`src/rtl/otf_conversion_controller_pkg.sv`:
```
// ----------------------------------------------------------------------------
// otf_pkg
// Shared types and sizing helpers for the on-the-fly conversion controller.
//   state_t        : controller FSM states
//   digitBits()    : width of the magnitude field of one digit (d)
//   radixOf()      : radix r = 2**d
//   resultWidth()  : width W of the two's-complement result
//   digitCntWidth(): width of the accepted-digit counter
//   delayCntWidth(): width of the online-delay counter (never below 1 bit)
// ----------------------------------------------------------------------------
package otf_pkg;

   typedef enum logic [1:0] {
      IDLE    = 2'd0,
      WAIT    = 2'd1,
      COLLECT = 2'd2,
      DONE    = 2'd3
   } state_t;

   localparam int DEFAULT_NO_OF_DIGITS = 4;
   localparam int DEFAULT_RADIX_BITS   = 3;
   localparam int DEFAULT_ONLINE_DELAY = 2;

   function automatic int digitBits(input int radixBits);
      return radixBits - 1;
   endfunction

   function automatic int radixOf(input int radixBits);
      return 1 << (radixBits - 1);
   endfunction

   function automatic int resultWidth(input int noOfDigits, input int radixBits);
      return noOfDigits * (radixBits - 1) + 1;
   endfunction

   // A zero-sized counter is not legal, so the minimum is clamped to 1 bit.
   function automatic int digitCntWidth(input int noOfDigits);
      return (noOfDigits < 1) ? 1 : $clog2(noOfDigits + 1);
   endfunction

   function automatic int delayCntWidth(input int onlineDelay);
      return (onlineDelay < 1) ? 1 : $clog2(onlineDelay + 1);
   endfunction

endpackage

```
`src/rtl/otf_conversion_controller_if.sv`:
```
// ----------------------------------------------------------------------------
// otf_conversion_controller_if
// Handshake bundle between a digit producer / result consumer (master) and the
// conversion controller (slave).
//   start      : begin a conversion (master -> slave)
//   busy       : controller not idle (slave -> master)
//   in_valid   : in_digit valid (master -> slave)
//   in_ready   : controller accepts digits (slave -> master)
//   in_digit   : signed digit, MSD first (master -> slave)
//   out_valid  : result valid (slave -> master)
//   out_ready  : consumer takes the result (master -> slave)
//   out_value  : signed W-bit result (slave -> master)
//   err        : illegal digit seen (slave -> master)
// ----------------------------------------------------------------------------
interface otf_conversion_controller_if #(
   parameter int NO_OF_DIGITS = 4,
   parameter int RADIX_BITS   = 3
) ();
   import otf_pkg::*;

   localparam int W = resultWidth(NO_OF_DIGITS, RADIX_BITS);

   logic                  start;
   logic                  busy;
   logic                  in_valid;
   logic                  in_ready;
   logic [RADIX_BITS-1:0] in_digit;
   logic                  out_valid;
   logic                  out_ready;
   logic [W-1:0]          out_value;
   logic                  err;

   modport master (
      output start,
      output in_valid,
      output in_digit,
      output out_ready,
      input  busy,
      input  in_ready,
      input  out_valid,
      input  out_value,
      input  err
   );

   modport slave (
      input  start,
      input  in_valid,
      input  in_digit,
      input  out_ready,
      output busy,
      output in_ready,
      output out_valid,
      output out_value,
      output err
   );

endinterface

```
`src/rtl/otf_conversion_controller_qqm_reg.sv`:
```
// ----------------------------------------------------------------------------
// otf_qqm_reg
// Q / QM register pair for on-the-fly conversion of a signed-digit stream.
// Each accepted digit shifts one digit field into both registers; the source
// register (Q or QM) is chosen by the digit's sign, so no W-bit adder exists.
// QM tracks Q-1 so that a negative digit can borrow without carry propagation.
//   clk    : rising-edge clock
//   reset  : synchronous active-high, Q=0 / QM=-1
//   clear  : synchronous restart for a new conversion, same values as reset
//   load   : shift in 'digit' this cycle
//   digit  : RADIX_BITS-wide two's-complement digit
//   q      : current converted value Q
// ----------------------------------------------------------------------------
module otf_qqm_reg #(
   parameter int RADIX_BITS = 3,
   parameter int W          = 9
) (
   input  logic                  clk,
   input  logic                  reset,
   input  logic                  clear,
   input  logic                  load,
   input  logic [RADIX_BITS-1:0] digit,
   output logic [W-1:0]          q
);
   import otf_pkg::*;

   localparam int D = digitBits(RADIX_BITS);

   logic [W-1:0] r_q;
   logic [W-1:0] r_qm;

   logic         w_isNeg;
   logic         w_isPos;
   logic [D-1:0] w_field;
   logic [D-1:0] w_fieldM1;
   logic [W-1:0] w_qSrc;
   logic [W-1:0] w_qmSrc;
   logic [W-1:0] w_qNext;
   logic [W-1:0] w_qmNext;

   // The appended field for Q is q mod r (equals q for q>=0 and r+q for q<0);
   // for QM it is (q-1) mod r (q-1 for q>0, r-1+q for q<=0). Both are the low
   // d bits of a small d-bit quantity, so only the source selection differs.
   assign w_isNeg   = digit[RADIX_BITS-1];
   assign w_field   = digit[D-1:0];
   assign w_isPos   = !w_isNeg && (w_field != '0);
   assign w_fieldM1 = w_field - D'(1);

   assign w_qSrc    = w_isNeg ? r_qm : r_q;
   assign w_qmSrc   = w_isPos ? r_q  : r_qm;
   assign w_qNext   = (w_qSrc  << D) | W'(w_field);
   assign w_qmNext  = (w_qmSrc << D) | W'(w_fieldM1);

   // Register pair: restart on reset or clear, shift-and-select on load.
   always_ff @(posedge clk) begin
      if (reset || clear) begin
         r_q  <= '0;
         r_qm <= '1;
      end else if (load) begin
         r_q  <= w_qNext;
         r_qm <= w_qmNext;
      end
   end

   assign q = r_q;

endmodule

```
`src/rtl/otf_conversion_controller.sv`:
```
// ----------------------------------------------------------------------------
// otf_conversion_controller
// Sequences one online-arithmetic result conversion: after start it waits out
// the producer's online delay, accepts NO_OF_DIGITS signed digits MSD-first,
// converts them on the fly into a two's-complement integer and holds that
// result on the output handshake until the consumer takes it.
// Optional feature macro: OTF_DIGIT_CHECK_EN (flags digit -r, converts it as 0).
//   clk    : rising-edge clock
//   reset  : synchronous active-high, aborts any conversion
//   bus    : otf_conversion_controller_if.slave
//            start/busy, in_valid/in_ready/in_digit,
//            out_valid/out_ready/out_value, err
// ----------------------------------------------------------------------------
module otf_conversion_controller #(
   parameter int NO_OF_DIGITS = 4,
   parameter int RADIX_BITS   = 3,
   parameter int ONLINE_DELAY = 2
) (
   input logic                         clk,
   input logic                         reset,
   otf_conversion_controller_if.slave  bus
);
   import otf_pkg::*;

   localparam int W   = resultWidth(NO_OF_DIGITS, RADIX_BITS);
   localparam int DCW = digitCntWidth(NO_OF_DIGITS);
   localparam int WCW = delayCntWidth(ONLINE_DELAY);

   localparam logic [DCW-1:0] LAST_DIGIT = DCW'(NO_OF_DIGITS - 1);
   localparam logic [WCW-1:0] LAST_WAIT  = WCW'((ONLINE_DELAY > 0) ? ONLINE_DELAY - 1 : 0);

   state_t                r_state;
   logic                  r_busy;
   logic                  r_inReady;
   logic                  r_outValid;
   logic [DCW-1:0]        r_digitCnt;
   logic [WCW-1:0]        r_delayCnt;

   logic                  w_start;
   logic                  w_accept;
   logic [RADIX_BITS-1:0] w_loadDigit;
   logic [W-1:0]          w_q;

   // A start only counts while idle; it also restarts the Q/QM pair.
   // in_ready is only ever high in COLLECT, so accept needs no state decode.
   assign w_start  = (r_state == IDLE) && bus.start;
   assign w_accept = r_inReady && bus.in_valid;

`ifdef OTF_DIGIT_CHECK_EN
   logic w_illegal;
   logic r_err;

   // Digit -r is the lone pattern 1 followed by zeros; it falls outside the
   // redundant digit set and is replaced by 0 before conversion.
   assign w_illegal   = bus.in_digit[RADIX_BITS-1] && (bus.in_digit[RADIX_BITS-2:0] == '0);
   assign w_loadDigit = w_illegal ? '0 : bus.in_digit;

   // Sticky illegal-digit flag, cleared only by reset or an accepted start.
   always_ff @(posedge clk) begin
      if (reset) begin
         r_err <= 1'b0;
      end else if (w_start) begin
         r_err <= 1'b0;
      end else if (w_accept && w_illegal) begin
         r_err <= 1'b1;
      end
   end

   assign bus.err = r_err;
`else
   assign w_loadDigit = bus.in_digit;
   assign bus.err     = 1'b0;
`endif

   // Controller FSM with its counters and registered handshake outputs.
   // Outputs are set together with the state they belong to, so busy,
   // in_ready and out_valid always agree with r_state.
   always_ff @(posedge clk) begin
      if (reset) begin
         r_state    <= IDLE;
         r_busy     <= 1'b0;
         r_inReady  <= 1'b0;
         r_outValid <= 1'b0;
         r_digitCnt <= '0;
         r_delayCnt <= '0;
      end else begin
         case (r_state)
            IDLE: begin
               if (bus.start) begin
                  r_busy     <= 1'b1;
                  r_digitCnt <= '0;
                  r_delayCnt <= '0;
                  if (ONLINE_DELAY == 0) begin
                     r_state   <= COLLECT;
                     r_inReady <= 1'b1;
                  end else begin
                     r_state   <= WAIT;
                  end
               end
            end
            WAIT: begin
               if (r_delayCnt == LAST_WAIT) begin
                  r_state   <= COLLECT;
                  r_inReady <= 1'b1;
               end else begin
                  r_delayCnt <= r_delayCnt + WCW'(1);
               end
            end
            COLLECT: begin
               if (w_accept) begin
                  r_digitCnt <= r_digitCnt + DCW'(1);
                  if (r_digitCnt == LAST_DIGIT) begin
                     r_state    <= DONE;
                     r_inReady  <= 1'b0;
                     r_outValid <= 1'b1;
                  end
               end
            end
            DONE: begin
               if (bus.out_ready) begin
                  r_state    <= IDLE;
                  r_busy     <= 1'b0;
                  r_outValid <= 1'b0;
               end
            end
            default: begin
               r_state    <= IDLE;
               r_busy     <= 1'b0;
               r_inReady  <= 1'b0;
               r_outValid <= 1'b0;
            end
         endcase
      end
   end

   otf_qqm_reg #(
      .RADIX_BITS (RADIX_BITS),
      .W          (W)
   ) u_qqmReg (
      .clk   (clk),
      .reset (reset),
      .clear (w_start),
      .load  (w_accept),
      .digit (w_loadDigit),
      .q     (w_q)
   );

   assign bus.busy      = r_busy;
   assign bus.in_ready  = r_inReady;
   assign bus.out_valid = r_outValid;
   assign bus.out_value = w_q;

endmodule
```
`src/flat_wrapper.sv`:
```
// flat-port wrapper written by rule: the top's interface ports become plain ports
module otf_conversion_controller_flat import otf_pkg::*;
#(
   parameter int NO_OF_DIGITS = 4,
   parameter int RADIX_BITS   = 3,
   parameter int ONLINE_DELAY = 2
)
  (clk, reset, bus_start, bus_in_valid, bus_in_digit, bus_out_ready, bus_busy, bus_in_ready, bus_out_valid, bus_out_value, bus_err);
  otf_conversion_controller_if #(.NO_OF_DIGITS(NO_OF_DIGITS), .RADIX_BITS(RADIX_BITS)) bus_i ();
  input logic clk;
  input logic reset;
  input wire logic [$bits(bus_i.start)-1:0] bus_start;
  input wire logic [$bits(bus_i.in_valid)-1:0] bus_in_valid;
  input wire logic [$bits(bus_i.in_digit)-1:0] bus_in_digit;
  input wire logic [$bits(bus_i.out_ready)-1:0] bus_out_ready;
  output wire logic [$bits(bus_i.busy)-1:0] bus_busy;
  output wire logic [$bits(bus_i.in_ready)-1:0] bus_in_ready;
  output wire logic [$bits(bus_i.out_valid)-1:0] bus_out_valid;
  output wire logic [$bits(bus_i.out_value)-1:0] bus_out_value;
  output wire logic [$bits(bus_i.err)-1:0] bus_err;
  assign bus_i.start = bus_start;
  assign bus_i.in_valid = bus_in_valid;
  assign bus_i.in_digit = bus_in_digit;
  assign bus_i.out_ready = bus_out_ready;
  assign bus_busy = bus_i.busy;
  assign bus_in_ready = bus_i.in_ready;
  assign bus_out_valid = bus_i.out_valid;
  assign bus_out_value = bus_i.out_value;
  assign bus_err = bus_i.err;
  otf_conversion_controller #(.NO_OF_DIGITS(NO_OF_DIGITS), .RADIX_BITS(RADIX_BITS), .ONLINE_DELAY(ONLINE_DELAY)) u_core (.clk(clk), .reset(reset), .bus(bus_i));
endmodule
```
`config.mk`:
```
export PLATFORM = sky130hd
export DESIGN_NAME = otf_conversion_controller_flat
export DESIGN_NICKNAME = d
export VERILOG_FILES = /design/src/rtl/otf_conversion_controller_pkg.sv /design/src/rtl/otf_conversion_controller_if.sv /design/src/rtl/otf_conversion_controller_qqm_reg.sv /design/src/rtl/otf_conversion_controller.sv /design/src/flat_wrapper.sv
export SDC_FILE = /design/constraint.sdc
export NUM_CORES = 1
export LEC_CHECK = 0
export CAP_MARGIN = 20
export CORE_MARGIN = 1.5
export CORE_UTILIZATION = 51
export DETAILED_ROUTE_END_ITERATION = 16
export PLACE_DENSITY = 0.85
export SYNTH_ARGS = -nofsm -noshare
export SYNTH_HDL_FRONTEND = slang
export SYNTH_SLANG_ARGS = --single-unit
export TNS_END_PERCENT = 20
```
`constraint.sdc`:
```
create_clock -name clk -period 2.5 [get_ports clk]
set_clock_uncertainty 0.1 [all_clocks]
set_input_delay 0.75 -clock clk [delete_from_list [all_inputs] [get_ports clk]]
set_output_delay 0.75 -clock clk [all_outputs]
set_load 0.02 [all_outputs]
```
After elaboration in Yosys (flattened, before gate mapping) --
Index checks and enable logic that the tools add are counted.
Word-level totals: register bits 26, input bits 8, output and inout port bits 13, logic and storage cells 66
Cells by class: add/subtract/negate cells 3, equal/unequal tests 11, mux-type cells 24, bitwise gates (word level) 2, reductions and logical operators 18
Operators by type and width (number):
- 2-bit two-way mux | 7
- 2-bit nonzero test | 6
- 9-bit by 2-bit bitwise OR with 9-bit output | 1
- 3-bit AND reduction | 3
- 2-bit inequality test, second input constant | 4
- 2-bit case mux with 4 select lines | 1
- 4-bit AND reduction | 2
- 1-bit two-way mux | 7
- 7-bit two-way mux | 1
- 7-bit by 2-bit bitwise OR with 7-bit output | 1
- 3-bit two-way mux | 2
- 1-bit case mux with 2 select lines | 3
- 3-bit case mux with 2 select lines | 1
- 5-bit two-way mux | 1
- 5-bit AND reduction | 1
- 2-bit by 1-bit == test with 1-bit output, second input constant | 2
- 2-bit == test, second input constant | 2
- 2-bit by 1-bit inequality test with 1-bit output, second input constant | 2
- 2-bit case mux with 2 select lines | 1
- 3-bit by 1-bit adder with 3-bit output, second input constant | 1
- 3-bit by 2-bit == test with 1-bit output, second input constant | 1
- 1-bit logical AND | 3
- 2-bit by 1-bit adder with 2-bit output, second input constant | 1
- 2-bit zero test | 1
- 3 further kinds | 3

Depth between registers and ports, before layout --
Gate-level depths: netlist of the first run.
depth in word-level cells 4, depth in mapped cells 6, mapped depth without buffers 6

Hierarchy --
From an unflattened synthesis of the first run, not the netlist that was laid out.
Unflattened totals: cell total of the unflattened synthesis 153, area total of the unflattened synthesis 1377.6 µm²
By module, submodules not included:
- otf_qqm_reg | instances 1, cells an instance 79, area an instance 738.2 µm², seq. area each 320.3 µm²
- otf_conversion_controller | instances 1, cells an instance 74, area an instance 639.4 µm², seq. area each 200.2 µm²

Least setup slack after synthesis of the first run --
OpenSTA, ideal clock, no wires.
path kind input -> register, start input bus_in_digit[0], end register u_core.u_qqmReg.r_qm[2], setup time 0.106 ns, arrival 1.504 ns, slack 0.790 ns, stages on the path 5, path buffers 0, cells stage by stage inv_1 -> ha_1 -> nor2_1 -> nor2_1 -> o311ai_0
Between the ends: word-level cells in the longest chain between the ends 4
Ends and longest elaborated chain:
- start: declaration | line flat_wrapper.sv:14 | input wire logic [$bits(bus_i.in_digit)-1:0] bus_in_digit;
- 2-bit nonzero test | line otf_conversion_controller_qqm_reg.sv:46 | assign w_isPos = !w_isNeg && (w_field != '0);
- 1-bit logical AND | line otf_conversion_controller_qqm_reg.sv:46
- 5-bit two-way mux | line otf_conversion_controller_qqm_reg.sv:50 | assign w_qmSrc = w_isPos ? r_q : r_qm;
- 7-bit by 2-bit bitwise OR with 7-bit output | line otf_conversion_controller_qqm_reg.sv:52 | assign w_qmNext = (w_qmSrc << D) | W'(w_fieldM1);
- end signal: assignment | line otf_conversion_controller_qqm_reg.sv:61 | r_qm <= w_qmNext;
- end: declaration | line otf_conversion_controller_qqm_reg.sv:30 | logic [W-1:0] r_qm;
Every way passes these cells. A chain may end at the register's enable or synchronous reset.

Worst setup path after layout of the first run --
start register u_core.r_inReady (netlist: u_core.bus.in_ready), end output bus_in_ready
RTL lines:
- start: declaration | line otf_conversion_controller.sv:34 | logic r_inReady;
- start signal: assignment | line otf_conversion_controller.sv:82 | r_inReady <= 1'b0;
- start signal: assignment | line otf_conversion_controller.sv:95 | r_inReady <= 1'b1;
- start signal: assignment | line otf_conversion_controller.sv:104 | r_inReady <= 1'b1;
- end: declaration | line flat_wrapper.sv:17 | output wire logic [$bits(bus_i.in_ready)-1:0] bus_in_ready;
No word-level cell between the ends.

==> reports/metrics.sh, run 1 <==
DIE_WIDTH_UM=54.12
POST_CTS_RESIZE_COUNT=0
ROUTED_VIA_DENSITY=5.663
CLKSLEWWORSTSETUPHOLDPATHS_NS=0.15
CLOCK_TREE.HTREE_LEVEL_COUNT=1
CRITICAL-PATH-MAX-STAGE-DELAY_NS=0.66
MIN-DELAY-PATH-CLASS='reg -> reg'
GRT_REMAINING_OVERFLOW=0
ANTENNA_CELLS=0
CLK_ROOT_BUFFER_CELL='sky130_fd_sc_hd__clkbuf_4'
TIMING_MAX_TRANSITION_VIOLATIONS_FINAL=0
CLOCKBUFFERDEPTH=2
HOLD_BUFFERS=0
CLKLATENCYLATEPIN_NS=0.34
ROUTE.ANTENNA.REMAINING_NETS=0
POST_SYNTH_INSTANCE_AREA_UM2=1333
WORSTPATHREQUIRED_NS=1.65
R2R_START='u_core.r_state[0]'
DPL.CELL_COUNT=201
SYNTH_EDF_COUNT=0
INITIAL_ANTENNA_VIOLATION_COUNT=0
CLOCK.FMAX_MHz=427.3
GRT_FIRST_PASS_WIRELENGTH_UM=4643
FLOORPLAN.IO_PINS=21
DETAIL_ROUTE.WL_PER_CELL_UM=13.88
REMAINING_DRC_ERRORS=0
CP_CELL_SEQUENCE='clkdlybuf4s50_1'
SETUP_TNS_NS=0
FINALSETUPVIOLATIONS=0
CRITPATHKIND='reg -> out'
HOLD_START='u_core.r_digitCnt[2]'
CP.ARRIVAL_NS=1.49
START_UTIL_PCT=53.79
TIMING.CRITICAL_PATH.FROM_TYPE='flip-flop'
LAYOUT-DRIVE-GT1-SHARE_PCT=9.714
POWER_DENSITY_nW_PER_UM2=936.0
TRACK_USAGE_PCT=22.07
WORST_SETUP_PATH_END_KIND='output pin'
DP_HPWL_UM=2105
VIAS=1161
MOSTFREQUENTLAYOUTCELL='sky130_fd_sc_hd__dfxtp_1'
YS_WARN_COUNT=0
DRV_CAP=0
YS_SEQ_AREA_SHARE_PCT=39.06
PERIOD_NEEDED_NS=2.340
SYNTH_SEQ_CELLS=26
RUN_STATUS='complete, no violations'
AREA_OF_THE_PLACEABLE_CORE_UM2=2477
DIE_AREA_UM2=2928
CP_TOP_FAMILY='buffers and inverters'
SYNTH_CELL_TYPES=36
CRITPATHSLOWESTCELL='sky130_fd_sc_hd__clkdlybuf4s50_1'
GPL.FINAL_WEIGHTED_CONGESTION=0.7519
POSTSYNTHNETCOUNT=170
CP-STARTPOINT='u_core.bus.in_ready'
FLOORPLAN.ROWS=18
FIRSTDRTPASSITERS=4
TRITONCTS_CLOCK_TREE='built'
DRT_ITER0_DRC=40
FINALNONFILLERCELLS=205
NNETSFINAL=193
CTS_NUM_SINKS=26
LAYOUT_COMMON_CELLS='sky130_fd_sc_hd__dfxtp_1, sky130_fd_sc_hd__nor2_1, sky130_fd_sc_hd__clkdlybuf4s50_1'
IR_WORST_VDD_mV=0.6873
SYN2LAYOUT_AREA_GROWTH_PCT=21.88
TIMING.CRITICAL_PATH.BUF_INV=1
CTS_MADE_BUFFERS=3
LARGEST_NET_DEGREE_AT_THE_START_OF_GLOBAL_ROUTING=19
SYN-MEAN-INSTANCE-AREA_UM2=8.709
ROUTE.FINAL.WIRE_LENGTH_UM=2845
CRITICAL_PATH_PEAK_FANOUT=8
YS.FLOP_TYPE='sky130_fd_sc_hd__dfxtp_1'
UNREPAIRED_SETUP_ENDPOINTS_AFTER_GLOBAL_ROUTING='no'
SYNTH_AREA_LEADER_CELL='sky130_fd_sc_hd__dfxtp_1'
ASYNCSETRESETFLOPFRACSYNTH_PCT=0
YOSYS.AREA.TOP_TYPE_SHARE_PCT=39.06
FIN_CRIT_SH_PCT=93.62
YOSYS-TOP-CELLS-AREA='sky130_fd_sc_hd__dfxtp_1, sky130_fd_sc_hd__ha_1, sky130_fd_sc_hd__mux2i_1'
FINAL.HOLD.WORST_SLACK_NS=0.3930
PORT_BUFFERS=19
GRT_PASS1_VIAS=1061
POSTSYNTHCELLCOUNT=153
POWER.STATIC_LEAKAGE_nW=0.6599
TIMING_HOLD_VIOLATIONS_FINAL=0
CTS_SETUP_BUFFERS=0
DIE_H_UM=54.12
## report_power, final
part           internal, mW  switching (mW)  leakage (nW)
combinational         0.294           0.368         0.421
sequential            0.488          0.0709         0.211
clock                 0.162           0.138        0.0279
total                 0.944           0.576         0.660
## flip-flops by register name, summed over array words and instances, names as in the netlist
register	flops
u_core.r_delayCnt	2
u_core.bus.out_valid	1
u_core.bus.busy	1
u_core.r_digitCnt	3
u_core.r_state	2
u_core.bus.in_ready	1
u_core.u_qqmReg.r_qm	7
u_core.u_qqmReg.q	9
## metrics by stage
stage               instance area, µm²  setup WS [ns]  utilization [%]  power [mW]
global route                      1624         0.1033            65.56       1.614
floorplan                         1333         0.7899                -       1.029
finish                            1624         0.1596            65.56       1.520
global placement                  1572         0.2063            63.43       1.176
CTS                               1624         0.1646            65.56       1.521
detailed placement                1572         0.1110            63.43       1.220
## cell usage after synthesis (2+ instances only)
master	number
sky130_fd_sc_hd__dfxtp_1	26
sky130_fd_sc_hd__nor2_1	19
sky130_fd_sc_hd__nand2_1	16
sky130_fd_sc_hd__mux2i_1	10
sky130_fd_sc_hd__ha_1	9
sky130_fd_sc_hd__nor3_1	8
sky130_fd_sc_hd__a211oi_1	7
sky130_fd_sc_hd__inv_1	7
sky130_fd_sc_hd__a21oi_1	6
sky130_fd_sc_hd__o21ai_0	5
sky130_fd_sc_hd__o311ai_0	5
sky130_fd_sc_hd__a31oi_1	3
sky130_fd_sc_hd__and2_1	3
sky130_fd_sc_hd__buf_2	3
sky130_fd_sc_hd__clkbuf_1	2
sky130_fd_sc_hd__nand3_1	2
sky130_fd_sc_hd__nor2b_1	2
sky130_fd_sc_hd__o211ai_1	2
## metal layers
metal,share of wire (%),track usage [%],vias to the layer above
li1,-,-,587
met1,47,28.93,534
met2,46,34.35,32
met3,4.7,4.167,8
met4,2.1,11.25,0
met5,0,0,-
## worst paths after layout
kind / to / cells after the start / slack (ns)
worst max-delay path: bus_in_ready / 1 / 0.16
worst min-delay path: u_core.r_digitCnt[2] / 2 / 0.39
worst max register to register: u_core.r_state[0] / 6 / 0.57
worst min register to register: u_core.r_digitCnt[2] / 2 / 0.39
## logic make-up after synthesis
kind of cell / Yosys count / synth area share, %
fa+ha+maj: 9 / 8.451
flops: 26 / 39.06
buf+inv: 14 / 4.507
mux: 10 / 7.512
other cells: 1 / 0.2814
compound gates: 35 / 19.53
simple gates: 58 / 20.66
## layout make-up
type                       instances  area [µm²]
fill                             201       853.3
clock buffer                       3       22.52
clock inverter                     1       30.03
sequential                        26       520.5
inverter                           7       26.28
timing repair buffer              25       235.2
multi-input combinational        113       752.0
tap                               30       37.54
Note: power is estimated with default switching activity, not from simulation.
==> inputs of run 2 (changes only) <==
RECOVER_POWER = 100   (was not set)
==> run 2 against run 1 <==
Compared with the run above:
- die area did not move
- maximum frequency decreased by 1.2%
- utilization decreased by 1.4 points
- non-clock buffer count is the same
- highest routed layer unchanged
- combinational power down 7.9%
- flip-flop and latch count stayed put
- hold slack hardly changed
- sequential share of layout area increased by 0.68 points
- via count increased by 0.78%
- global-route usage unchanged
- final cell count unchanged
==> reports/metrics.sh, run 2 (synthesis results as in run 1) <==
RUN_STATUS='complete, no violations'
DIE_AREA_UM2=2928
LAYOUT_SETUP_WS_NS=0.1312
FIN_CRIT_SH_PCT=94.75
CP_CELL_SEQUENCE='dlygate4sd3_1'
TOTAL_POWER_mW=1.464
REG2REG_TO='u_core.r_state[1]'
TRACK_USAGE_PCT=22.07
UNREPAIRED_SETUP_ENDPOINTS_AFTER_GLOBAL_ROUTING='no'
POWER_DENSITY_nW_PER_UM2=920.4
LAYOUT-DRIVE-GT1-SHARE_PCT=6.286
WORSTPATHREQUIRED_NS=1.65
AREA_OF_THE_PLACEABLE_CORE_UM2=2477
CLKLATENCYLATEPIN_NS=0.34
INITIAL_ANTENNA_VIOLATION_COUNT=0
CRITPATHKIND='reg -> out'
R2R_START='u_core.r_state[0]'
DIE_H_UM=54.12
MIN-DELAY-PATH-CLASS='reg -> reg'
WORST_PIN_SLEW_NS=0.6145
LARGEST_REGISTER_BY_FLOP_COUNT='u_core.u_qqmReg.q'
CLK_ROOT_BUFFER_CELL='sky130_fd_sc_hd__clkbuf_4'
GRT_PASS1_VIAS=1061
FINAL_AREA_UM2=1590
POST_CTS_RESIZE_COUNT=0
ROUTED_VIA_DENSITY=5.707
FLOORPLAN.ROWS=18
FLOORPLAN.IO_PINS=21
WORSTREGTOREGCELLS=6
TIMING_HOLD_VIOLATIONS_FINAL=0
VIAS=1170
CTS_MADE_BUFFERS=3
PRE_CTS_SLACK_NS=0.1110
ANTENNA_CELLS=0
GPL.FINAL_WEIGHTED_CONGESTION=0.7519
FILLCELLCOUNT=211
PWR-SHARE-CLK_PCT=20.4
CRITICAL-PATH-MAX-STAGE-DELAY_NS=0.71
DRV_CAP=0
PORT_BUFFERS=19
PERIOD_NEEDED_NS=2.369
NNETSFINAL=193
TIMING.CRITICAL_PATH.FROM_TYPE='flip-flop'
SYN2LAYOUT_AREA_GROWTH_PCT=19.34
LAYOUT_TOP_REGISTERS='u_core.u_qqmReg.q (9), u_core.u_qqmReg.r_qm (7), u_core.r_digitCnt (3)'
SEQUENTIAL_SHARE_OF_POWER_PCT=38.0
ROUTE.ANTENNA.REMAINING_NETS=0
DETAIL_ROUTE.WL_PER_CELL_UM=13.83
CRITPATHSLOWESTCELL='sky130_fd_sc_hd__dlygate4sd3_1'
DP_HPWL_UM=2105
CRITICAL_PATH_PEAK_FANOUT=8
WORST_SETUP_PATH_END_KIND='output pin'
DIE_WIDTH_UM=54.12
WORST-R2R-SETUP-SLACK_NS=0.49
CTS_SETUP_BUFFERS=0
CLOCK.FMAX_MHz=422.2
POWER.SWITCHING_mW=0.5567
CLOCKBUFFERDEPTH=2
GRT_REMAINING_OVERFLOW=0
TIMING_MAX_TRANSITION_VIOLATIONS_FINAL=0
SETUP_TNS_NS=0
HOLD_START='u_core.r_digitCnt[2]'
LAYOUT_COMMON_CELLS='sky130_fd_sc_hd__dfxtp_1, sky130_fd_sc_hd__nor2_1, sky130_fd_sc_hd__nand2_1'
DRT_ITER0_DRC=29
MAXSLEWHEADROOM_PCT=59.04
CP_TOP_FAMILY='buffers and inverters'
COMB_POWER_SHARE_PCT=41.6
MOSTFREQUENTLAYOUTCELL='sky130_fd_sc_hd__dfxtp_1'
TRITONCTS_CLOCK_TREE='built'
CLOCK_TREE.HTREE_LEVEL_COUNT=1
HOLD_BUFFERS=0
LARGEST_NET_DEGREE_AT_THE_START_OF_GLOBAL_ROUTING=19
FINALSETUPVIOLATIONS=0
IR_WORST_VDD_mV=0.6358
ROUTE.FINAL.WIRE_LENGTH_UM=2836
FIRSTDRTPASSITERS=4
HOLD-PATH-CELL-COUNT=2
POWER.INTERNAL_mW=0.9071
CP.ARRIVAL_NS=1.52
TIMING.CRITICAL_PATH.BUF_INV=1
GRT_FIRST_PASS_WIRELENGTH_UM=4643
LARGEST_REGISTER_FFS=9
REMAINING_DRC_ERRORS=0
POWER.SHARE.SWITCHING_PCT=38.03
CLKSLEWWORSTSETUPHOLDPATHS_NS=0.14
CTS_NUM_SINKS=26
HOLDPATHEND='u_core.r_digitCnt[2]'
PLACEMENT.CELL_AREA_UM2=1572
START_UTIL_PCT=53.79
POWER.STATIC_LEAKAGE_nW=0.6894
run 2: final cells by class:
class / count / area, µm² / share of cell area, %
well taps: 30 / 37.54 / 2.360
clock inverters: 1 / 30.03 / 1.888
repair buffers: 25 / 231.5 / 14.56
inverters: 7 / 26.28 / 1.652
flip-flops and latches: 26 / 520.5 / 32.73
clock buffers: 3 / 22.52 / 1.416
multi-input cells: 113 / 721.9 / 45.40
run 2: per-stage QoR:
step / cells / hold WS (ns) / utilization [%]
after floorplan: 153 / 0.3507 / -
after global placement: 201 / 0.3637 / 63.43
after detailed placement: 201 / 0.3727 / 63.43
after CTS: 205 / 0.3962 / 65.56
after global routing: 205 / 0.4171 / 64.19
final: 205 / 0.3928 / 64.19
run 2: power by group through the flow:
stage / Sequential [mW] / Clock, mW / Combinational (mW)
3_5_place_dp: 0.567 / 0 / 0.653
2_1_floorplan: 0.591 / 0 / 0.437
5_1_grt: 0.569 / 0.318 / 0.671
3_3_place_gp: 0.560 / 0 / 0.617
6_report: 0.556 / 0.299 / 0.609
4_1_cts: 0.558 / 0.303 / 0.659
run 2: layer usage:
metal / vias up / global-route usage (%) / wire [µm] / part of all wire [%]
met3: 5 / 4.167 / 95 / 3.3
met2: 28 / 34.35 / 1344 / 47
met5: - / 0 / 0 / 0
li1: 587 / - / - / -
met1: 550 / 28.93 / 1342 / 47
met4: 0 / 11.25 / 53 / 1.9
run 2: worst max path at each step:
stage / from / endpoint / depth (start not counted)
2_1_floorplan: bus_in_digit[0] / u_core.u_qqmReg.r_qm[2] / 5
3_3_place_gp: bus_in_valid / u_core.r_state[1] / 5
3_5_place_dp: bus_in_digit[0] / u_core.u_qqmReg.r_qm[4] / 6
4_1_cts: u_core.bus.in_ready / bus_in_ready / 1
5_1_grt: u_core.bus.in_ready / bus_in_ready / 1
6_report: u_core.bus.in_ready / bus_in_ready / 1
==> inputs of run 3 (changes only) <==
ABC_AREA = 1   (was not set)
CORE_MARGIN = not set   (was 1.5)
PLACE_DENSITY = 0.86   (was 0.85)
==> run 3 against run 2 <==
Compared with the run above:
- area after synthesis decreased by 3.9%
- cell area is 5.0% lower
- sequential share of layout area rose by 1.7 points
- critical endpoint is now bus_out_value[3]
- largest cell class unchanged
- largest power group is now registers
- highest routed layer unchanged
==> reports/metrics.sh, run 3 <==
RUN_STATUS='complete, no violations'
PERIOD_NEEDED_NS=2.284
HOLD_START='u_core.bus.out_valid'
TIMING.CRITICAL_PATH.FROM_TYPE='flip-flop'
PORT_BUFFERS=19
CRITPATHKIND='reg -> out'
VIAS=1235
LARGEST_REGISTER_FFS=9
GRT_USE_MET1_PCT=28.49
CTS_SETUP_BUFFERS=0
SYNTH_EDF_COUNT=0
GRT_REMAINING_OVERFLOW=0
FINAL.HOLD.WORST_SLACK_NS=0.3611
CLK_ROOT_BUFFER_CELL='sky130_fd_sc_hd__clkbuf_4'
POSTSYNTHNETCOUNT=194
DIE_AREA_UM2=2714
GR-USAGE-MET2_PCT=33.97
LARGEST_REGISTER_BY_FLOP_COUNT='u_core.u_qqmReg.q'
HOLD-PATH-CELL-COUNT=2
LAYOUT-DRIVE-GT1-SHARE_PCT=4.545
TRACK_USAGE_PCT=21.63
REMAINING_DRC_ERRORS=0
POST_SYNTH_TOP_CELLS='sky130_fd_sc_hd__nand2_1, sky130_fd_sc_hd__a21oi_1, sky130_fd_sc_hd__dfxtp_1'
FLOORPLAN.IO_PINS=21
CP.ARRIVAL_NS=1.43
GRT_FIRST_PASS_WIRELENGTH_UM=4374
CLOCKBUFFERDEPTH=2
UNREPAIRED_SETUP_ENDPOINTS_AFTER_GLOBAL_ROUTING='no'
YS_WARN_COUNT=0
REG2REG_TO='u_core.r_digitCnt[0]'
SYNTH_SEQ_CELLS=26
CORE_UTIL_FINAL_PCT=65.74
DPL.CELL_COUNT=223
GPL.FINAL_WEIGHTED_CONGESTION=0.8644
WORSTPATHREQUIRED_NS=1.65
DETAIL_ROUTE.WL_PER_CELL_UM=11.73
CP_CELL_SEQUENCE='dlygate4sd3_1'
GRT_PASS1_VIAS=1036
CRITICAL-PATH-MAX-STAGE-DELAY_NS=0.70
FLOORPLAN.ROWS=17
SYNTH_AREA_LEADER_CELL='sky130_fd_sc_hd__dfxtp_1'
GR-MAX-USAGE-LAYER='met2'
POST_SYNTH_INSTANCE_AREA_UM2=1280
WORSTREGTOREGCELLS=7
DIE_H_UM=52.10
DP_HPWL_UM=2026
FINALSETUPVIOLATIONS=0
FIRSTDRTPASSITERS=4
CP_TOP_FAMILY='buffers and inverters'
ROUTE.ANTENNA.REMAINING_NETS=0
MET3_USAGE_PCT=6.433
YS_SEQ_AREA_SHARE_PCT=40.66
DRT_ITER0_DRC=36
YS.FLOP_TYPE='sky130_fd_sc_hd__dfxtp_1'
TIMING_MAX_TRANSITION_VIOLATIONS_FINAL=0
YOSYS.AREA.TOP_TYPE_SHARE_PCT=40.66
TRITONCTS_CLOCK_TREE='built'
HOLD_BUFFERS=0
MOSTFREQUENTLAYOUTCELL='sky130_fd_sc_hd__nand2_1'
ROUTED_VIA_DENSITY=5.465
CTS_NUM_SINKS=26
WORST_SETUP_PATH_END_KIND='output pin'
FINAL_AREA_UM2=1510
ROUTE.FINAL.WIRE_LENGTH_UM=2652
HOLDPATHEND='u_core.bus.out_valid'
START_UTIL_PCT=55.72
SYNTH.MOST_COMMON_CELL='sky130_fd_sc_hd__nand2_1'
CLOCK.FMAX_MHz=437.9
CLKSLEWWORSTSETUPHOLDPATHS_NS=0.13
SETUP_TNS_NS=0
POST_CTS_RESIZE_COUNT=0
ANTENNA_CELLS=0
POWER.STATIC_LEAKAGE_nW=0.7192
YOSYS-TOP-CELLS-AREA='sky130_fd_sc_hd__dfxtp_1, sky130_fd_sc_hd__a21oi_1, sky130_fd_sc_hd__nand2_1'
CRITICAL_PATH_PEAK_FANOUT=4
LARGEST_NET_DEGREE_AT_THE_START_OF_GLOBAL_ROUTING=18
CLKLATENCYLATEPIN_NS=0.31
LAYOUT_TOP_REGISTERS='u_core.u_qqmReg.q (9), u_core.u_qqmReg.r_qm (7), u_core.r_digitCnt (3)'
FIN_CRIT_SH_PCT=91.34
IR_WORST_VDD_mV=0.4560
DIE_WIDTH_UM=52.10
ASYNCSETRESETFLOPFRACSYNTH_PCT=0
INITIAL_ANTENNA_VIOLATION_COUNT=0
R2R_START='u_core.r_state[0]'
MIN-DELAY-PATH-CLASS='reg -> reg'
FINALNONFILLERCELLS=226
AREA_OF_THE_PLACEABLE_CORE_UM2=2297
NNETSFINAL=217
WORST-R2R-SETUP-SLACK_NS=0.69
CRITPATHSLOWESTCELL='sky130_fd_sc_hd__dlygate4sd3_1'
SYN2LAYOUT_AREA_GROWTH_PCT=17.99
CTS_MADE_BUFFERS=3
TIMING_HOLD_VIOLATIONS_FINAL=0
TIMING.CRITICAL_PATH.BUF_INV=1
CLOCK_TREE.HTREE_LEVEL_COUNT=1
SYN-MEAN-INSTANCE-AREA_UM2=7.232
PLACEMENT.CELL_AREA_UM2=1499
POWER_DENSITY_nW_PER_UM2=702.9
POSTSYNTHCELLCOUNT=177
SYNTH_CELL_TYPES=21
DRV_CAP=0
LAYOUT_COMMON_CELLS='sky130_fd_sc_hd__nand2_1, sky130_fd_sc_hd__a21oi_1, sky130_fd_sc_hd__dfxtp_1'
[run 3: logic make-up (layout without fill, tap and decap cells)]
kind of cell             after synthesis  in the layout  share of synthesized area (%)
buffers and inverters                 25             46                          8.406
adder cells (fa/ha/maj)                9              9                          8.798
other                                  1              1                         0.2930
flip-flops                            26             26                          40.66
AO/OA/AOI/OAI                         53             53                          21.51
AND/OR/NAND/NOR                       63             63                          20.33
[run 3: worst max path at each step]
stage / from / end / slack, ns / cells after the start
floorplan: bus_in_digit[0] / u_core.u_qqmReg.r_qm[2] / 0.92 / 6
global placement: bus_in_digit[0] / u_core.u_qqmReg.r_qm[6] / 0.41 / 7
detailed placement: bus_in_digit[1] / u_core.u_qqmReg.r_qm[2] / 0.34 / 7
CTS: u_core.u_qqmReg.q[3] / bus_out_value[3] / 0.27 / 1
global route: u_core.u_qqmReg.q[3] / bus_out_value[3] / 0.18 / 1
finish: u_core.u_qqmReg.q[3] / bus_out_value[3] / 0.22 / 1
[run 3: power breakdown]
part	total [mW]	switching (mW)	internal, mW
clock network	0.172	0.116	0.0564
registers	0.486	0.0302	0.455
logic	0.404	0.260	0.144
[run 3: stage by stage]
stage / power [mW] / setup slack, ns
after floorplan: 0.7998 / 0.9217
after global placement: 0.8973 / 0.4120
after detailed placement: 0.9154 / 0.3432
after CTS: 1.085 / 0.2662
after global routing: 1.144 / 0.1776
final: 1.062 / 0.2164
[run 3: layout make-up]
| cell class | instances | area (µm²) |
|---|---|---|
| Sequential cell | 26 | 520.5 |
| Tap cell | 28 | 35.03 |
| Clock buffer | 3 | 22.52 |
| Inverter | 21 | 78.83 |
| Timing Repair Buffer | 22 | 212.7 |
| Multi-Input combinational cell | 126 | 640.6 |
| Fill cell | 205 | 787.0 |
[run 3: metal layers]
layer,wire [µm],part of all wire (%),vias up
li1,-,-,626
met5,0,0,-
met2,1198,45,47
met3,175,6.6,2
met1,1261,48,560
met4,17,0.64,0
